[src/rtl/cache_types.sv]
// Shared types and widths for the data cache and its memory-side adapter.
package cache_types;

   localparam int LINE_BITS_C = 256;
   localparam int BEAT_BITS_C = 64;

   typedef enum logic [2:0] {
      IDLE,
      RD_REQ,
      RD_DATA,
      WR,
      DONE
   } adapter_state_t;

endpackage

[src/rtl/cacheline_adapter.sv]
// Cacheline adapter: turns one dfp line read/write into a BEATS-long burst
// on bmem, and returns an assembled read line with a single-cycle resp.
module cacheline_adapter
   import cache_types::*;
#(
   parameter int LINE_BITS = LINE_BITS_C,
   parameter int BEAT_BITS = BEAT_BITS_C
) (
   input  logic                 clk,
   input  logic                 rst,
   input  logic [31:0]          dfp_addr,
   input  logic                 dfp_read,
   input  logic                 dfp_write,
   input  logic [LINE_BITS-1:0] dfp_wdata,
   output logic [LINE_BITS-1:0] dfp_rdata,
   output logic                 dfp_resp,
   output logic [31:0]          bmem_addr,
   output logic                 bmem_read,
   output logic                 bmem_write,
   output logic [BEAT_BITS-1:0] bmem_wdata,
   input  logic                 bmem_ready,
   input  logic [31:0]          bmem_raddr,
   input  logic [BEAT_BITS-1:0] bmem_rdata,
   input  logic                 bmem_rvalid
);

   localparam int             BEATS     = LINE_BITS / BEAT_BITS;
   localparam int             CW        = (BEATS > 1) ? $clog2(BEATS) : 1;
   localparam logic [CW-1:0]  LAST      = CW'(BEATS - 1);
   localparam logic [31:0]    ADDR_MASK = 32'hFFFF_FFE0;

   adapter_state_t        state_q, state_d;
   logic [CW-1:0]         cnt_q, cnt_d;
   logic [31:0]           addr_q, addr_d;
   logic [LINE_BITS-1:0]  wbuf_q, wbuf_d;
   logic [LINE_BITS-1:0]  rbuf_q, rbuf_d;
   // rdata_q is the line the cache sees; it only moves when a read completes
   logic [LINE_BITS-1:0]  rdata_q, rdata_d;

   // State and buffer registers; reset abandons any burst in flight
   always_ff @(posedge clk or posedge rst) begin
      if (rst) begin
         state_q <= IDLE;
         cnt_q   <= '0;
         addr_q  <= '0;
         wbuf_q  <= '0;
         rbuf_q  <= '0;
         rdata_q <= '0;
      end else begin
         state_q <= state_d;
         cnt_q   <= cnt_d;
         addr_q  <= addr_d;
         wbuf_q  <= wbuf_d;
         rbuf_q  <= rbuf_d;
         rdata_q <= rdata_d;
      end
   end

   // Next-state and output decode; outputs depend on registers and bmem only
   always_comb begin
      state_d    = state_q;
      cnt_d      = cnt_q;
      addr_d     = addr_q;
      wbuf_d     = wbuf_q;
      rbuf_d     = rbuf_q;
      rdata_d    = rdata_q;
      dfp_resp   = 1'b0;
      bmem_read  = 1'b0;
      bmem_write = 1'b0;
      bmem_addr  = '0;
      bmem_wdata = '0;
      unique case (state_q)
         IDLE: begin
            // write wins if the cache illegally raises both
            if (dfp_write) begin
               addr_d  = dfp_addr & ADDR_MASK;
               wbuf_d  = dfp_wdata;
               cnt_d   = '0;
               state_d = WR;
            end else if (dfp_read) begin
               addr_d  = dfp_addr & ADDR_MASK;
               cnt_d   = '0;
               state_d = RD_REQ;
            end
         end
         RD_REQ: begin
            bmem_read = 1'b1;
            bmem_addr = addr_q;
            if (bmem_ready) state_d = RD_DATA;
         end
         RD_DATA: begin
            // beats tagged with another line's address are not ours
            if (bmem_rvalid && (bmem_raddr == addr_q)) begin
               rbuf_d[int'(cnt_q)*BEAT_BITS +: BEAT_BITS] = bmem_rdata;
               if (cnt_q == LAST) begin
                  cnt_d   = '0;
                  rdata_d = rbuf_d;
                  state_d = DONE;
               end else begin
                  cnt_d = cnt_q + CW'(1);
               end
            end
         end
         WR: begin
            bmem_write = 1'b1;
            bmem_addr  = addr_q;
            bmem_wdata = wbuf_q[int'(cnt_q)*BEAT_BITS +: BEAT_BITS];
            if (bmem_ready) begin
               if (cnt_q == LAST) begin
                  cnt_d   = '0;
                  state_d = DONE;
               end else begin
                  cnt_d = cnt_q + CW'(1);
               end
            end
         end
         DONE: begin
            dfp_resp = 1'b1;
            state_d  = IDLE;
         end
         default: state_d = IDLE;
      endcase
   end

   assign dfp_rdata = rdata_q;

endmodule
[config.mk]
export PLATFORM = sky130hd
export DESIGN_NAME = cacheline_adapter
export DESIGN_NICKNAME = d
export VERILOG_FILES = /design/src/rtl/cache_types.sv /design/src/rtl/cacheline_adapter.sv
export SDC_FILE = /design/constraint.sdc
export NUM_CORES = 2
export LEC_CHECK = 0
export ABC_AREA = 1
export CAP_MARGIN = 25
export CORE_AREA = 2 2 286 288
export CTS_BUF_LIST = sky130_fd_sc_hd__clkbuf_4
export CTS_CLUSTER_DIAMETER = 40
export DETAILED_ROUTE_END_ITERATION = 10
export DIE_AREA = 0 0 288 290
export PLACE_DENSITY = 0.82
export RECOVER_POWER = 50
export SETUP_SLACK_MARGIN = 0.3
export SYNTH_ARGS = -nofsm -noshare
export SYNTH_HDL_FRONTEND = slang
export SYNTH_SLANG_ARGS = --single-unit
[constraint.sdc]
create_clock -name clk -period 60.1 [get_ports clk]
set_input_delay 12.02 -clock clk [delete_from_list [all_inputs] [get_ports clk]]
set_output_delay 12.02 -clock clk [all_outputs]
set_load 0.05 [all_outputs]
==> metrics <==
Cell variety after synth 33; #FFs+latches synth 800; R2R Setup Slk 47.23 ns; Num CTS Buffers 212; initial antenna violation count 36; setup TNS 0 ns; via count 35040; FF-to-FF End wbuf_q[48]; CP top delay family buffers and inverters; Chip Height 290 um; wire per inst 21.34 um; Net Sw Power 739.6 uW; register area share after synthesis 0.5308; hold path depth 2; Synth Warn # 0; Leakage Power 0.02397 uW; Buf/Inv on CP 4; WP data arrival 28.35 ns; Setup crit start rst; core area 0.08016 sq mm; Place WS 43.73 ns; hold_sp dfp_rdata[32]; hold-fix buffers at CTS 0; share of layout cells above drive strength 1 0.1057; critical path peak fanout 174; Worst EP required 58.99 ns; Root Driver clkbuf_4; die area 0.08352 sq mm; Tightest Pin Transition 9.270 ns; Logic pwr share 0.374; Clock Skew 0.09569 ns; highest clock rate 0.03394 GHz; H-tree level count 4; CP max-delay cell clkbuf_1; CP startpoint kind input pin; Seq pwr share 0.374; Max stage delay on crit path 6.59 ns; Clock Power Share 0.253; RSZ-0062 raised after global routing no; outcome complete, but fails checks; VDD IR max 42.17 uV; fin crit period 29.46 ns; mapped cell area 0.03772 sq mm; Final Hold Violating Endpoints 0; worst reg2reg startpoint state_q[2]; Clock Latency Late Sink 1.09 ns; Cell Pwr Density 38.41 mW/mm^2; CP cell instances dlygate4sd3_1 -> clkinvlp_2 -> clkbuf_1 -> clkbuf_1; Hold Crit Class register to register; CP dominant cell by count clkbuf_1; drt total wl 135.5 mm; drt pass-1 iters 6; failing checks capacitance limit, slew limit; post_cts resized 0; synthesized instance count 4451; buffers added on ports 734; CTS tree built; Mean Syn Cell Area 8.474 sq um; hold slack 0.4665 ns; PnR worst setup slack 30.64 ns; R2R cell count 5; GPL Wtd Cong 0.9218; CTS max path bufs 3; Area after DPL 0.04547 sq mm; Rel. slew slack -5.180; Die Wd 288 um; Critical Path Sink Type async pin; Iter 0 DRT Violations 3368; sw frac 0.4005; Tcrit/Tclk final 0.4902; MaxCap Viol Count 14; hpwl dp 91.64 mm; vias in the first global route 34350; Area Growth Syn to Fin 27.47%; Clock transition at path regs 0.06 ns; setup violators final 0; Internal 1107 uW; WS Path Type input pin to async pin; IO Pins 745; post-route ant nets 0; vias per cell 5.520; Initial Util 0.4705; Std-Cell Rows 104; Slew Limit Fails 1351; first-pass GRT wire length 203.4 mm; gr usage total 0.3193; hold endpoint dfp_rdata[32]; Final nets 5508; CTS Sinks 800; largest net degree at the start of global routing 204; Finished Cell Area 0.04808 sq mm; drt drc 0; grt ovf 0; Setup Buffers After CTS 0
==> state kept, by name (all words and copies together), names as in the netlist <==
register,flops
wbuf_q,256
state_q,3
rbuf_q,256
addr_q,27
dfp_rdata,256
cnt_q,2
==> layout make-up <==
type | instances | area [sq um]
fill | 6810 | 32080
sequential | 800 | 20020
multi-input combinational | 2808 | 14390
timing repair buffer | 781 | 7771
clock buffer | 294 | 2207
inverter | 509 | 1913
tap | 1060 | 1326
clock inverter | 68 | 376.6
antenna | 28 | 70.07
==> synth_stat cells, drive strengths merged <==
library cell	n	area, sq um
nor2	298	1134
nand2	1151	4323
xnor2	5	43.79
a21oi	231	1156
or2	1	6.260
mux2	180	2027
conb	1	3.750
and2	1	6.260
o211ai	12	90.09
clkbuf	191	716.9
nand3b	4	30.03
inv	506	1899
a21boi	99	743.2
dfrtp	800	20020
nor3	4	25.02
clkinv	3	11.26
o21ai	255	1276
ha	6	75.07
buf	147	784.5
nand4	260	1627
o22ai	129	807.0
a22oi	29	217.7
nand3	138	695.7
==> power groups by stage <==
stage / Combinational, uW / Sequential [uW] / Clock (uW)
3_5_place_dp: 660 / 695 / 0
6_report: 690 / 690 / 467
3_3_place_gp: 646 / 691 / 0
4_1_cts: 663 / 686 / 477
5_1_grt: 735 / 699 / 506
2_1_floorplan: 456 / 677 / 0
==> through the flow <==
step	instances	util	total power [uW]
floorplan	4455	-	1133
global placement	5952	0.5663	1336
detailed placement	5955	0.5672	1355
CTS	6317	0.5995	1825
global route	6342	0.5996	1940
finish	6348	0.5998	1847
==> cell families after synthesis <==
family | after synthesis | synth area share
buf+inv | 847 | 0.09046
xor+xnor | 5 | 0.001161
mux | 180 | 0.05374
compound gates | 755 | 0.1138
other cells | 1 | 0.00009942
simple gates | 1857 | 0.2080
flops | 800 | 0.5308
fa+ha+maj | 6 | 0.001990
==> layout by cell type, fill, tap and decap left out, types with 9 or more instances in the layout <==
cell                n
inv_2              10
diode_2            28
clkinv_2            9
nand4_1           260
a22oi_1            29
dfrtp_1           798
o211ai_1           12
nand3_1           135
o22ai_1           129
o21ai_1            86
clkbuf_4          294
nor2_1            294
clkdlybuf4s50_1   731
nand2_1          1151
a21boi_1           17
mux2_2            180
clkbuf_1           11
o21ai_0           169
inv_1             497
a21oi_1           231
buf_4              30
clkinv_1           47
a21boi_0           82
==> per-layer routing <==
layer / part of all wire / global-route usage / vias up
li1: - / - / 16000
met3: 0.099 / 0.09473 / 419
met1: 0.35 / 0.3687 / 16740
met4: 0.072 / 0.2236 / 24
met5: 0.0010 / 0 / -
met2: 0.47 / 0.5076 / 1853
==> worst max path at each step <==
| stage | cells past startpoint | slack [ns] | endpoint |
|---|---|---|---|
| after floorplan | 1 | 25.61 | addr_q[10] |
| after global placement | 12 | 43.77 | dfp_rdata[201] |
| after detailed placement | 12 | 43.73 | dfp_rdata[201] |
| after CTS | 4 | 43.46 | bmem_wdata[30] |
| after global routing | 4 | 27.55 | rbuf_q[102] |
| final | 4 | 30.64 | dfp_rdata[101] |
==> worst reg2reg max path: cells and delay by family, from the launching register on <==
kind	cells	cell delay (ns)
buffers and inverters	3	9.37
DFF	1	0.38
muxes	1	1.37
and+or+nand+nor	1	1.65
Note: power is estimated with default switching activity, not from simulation.
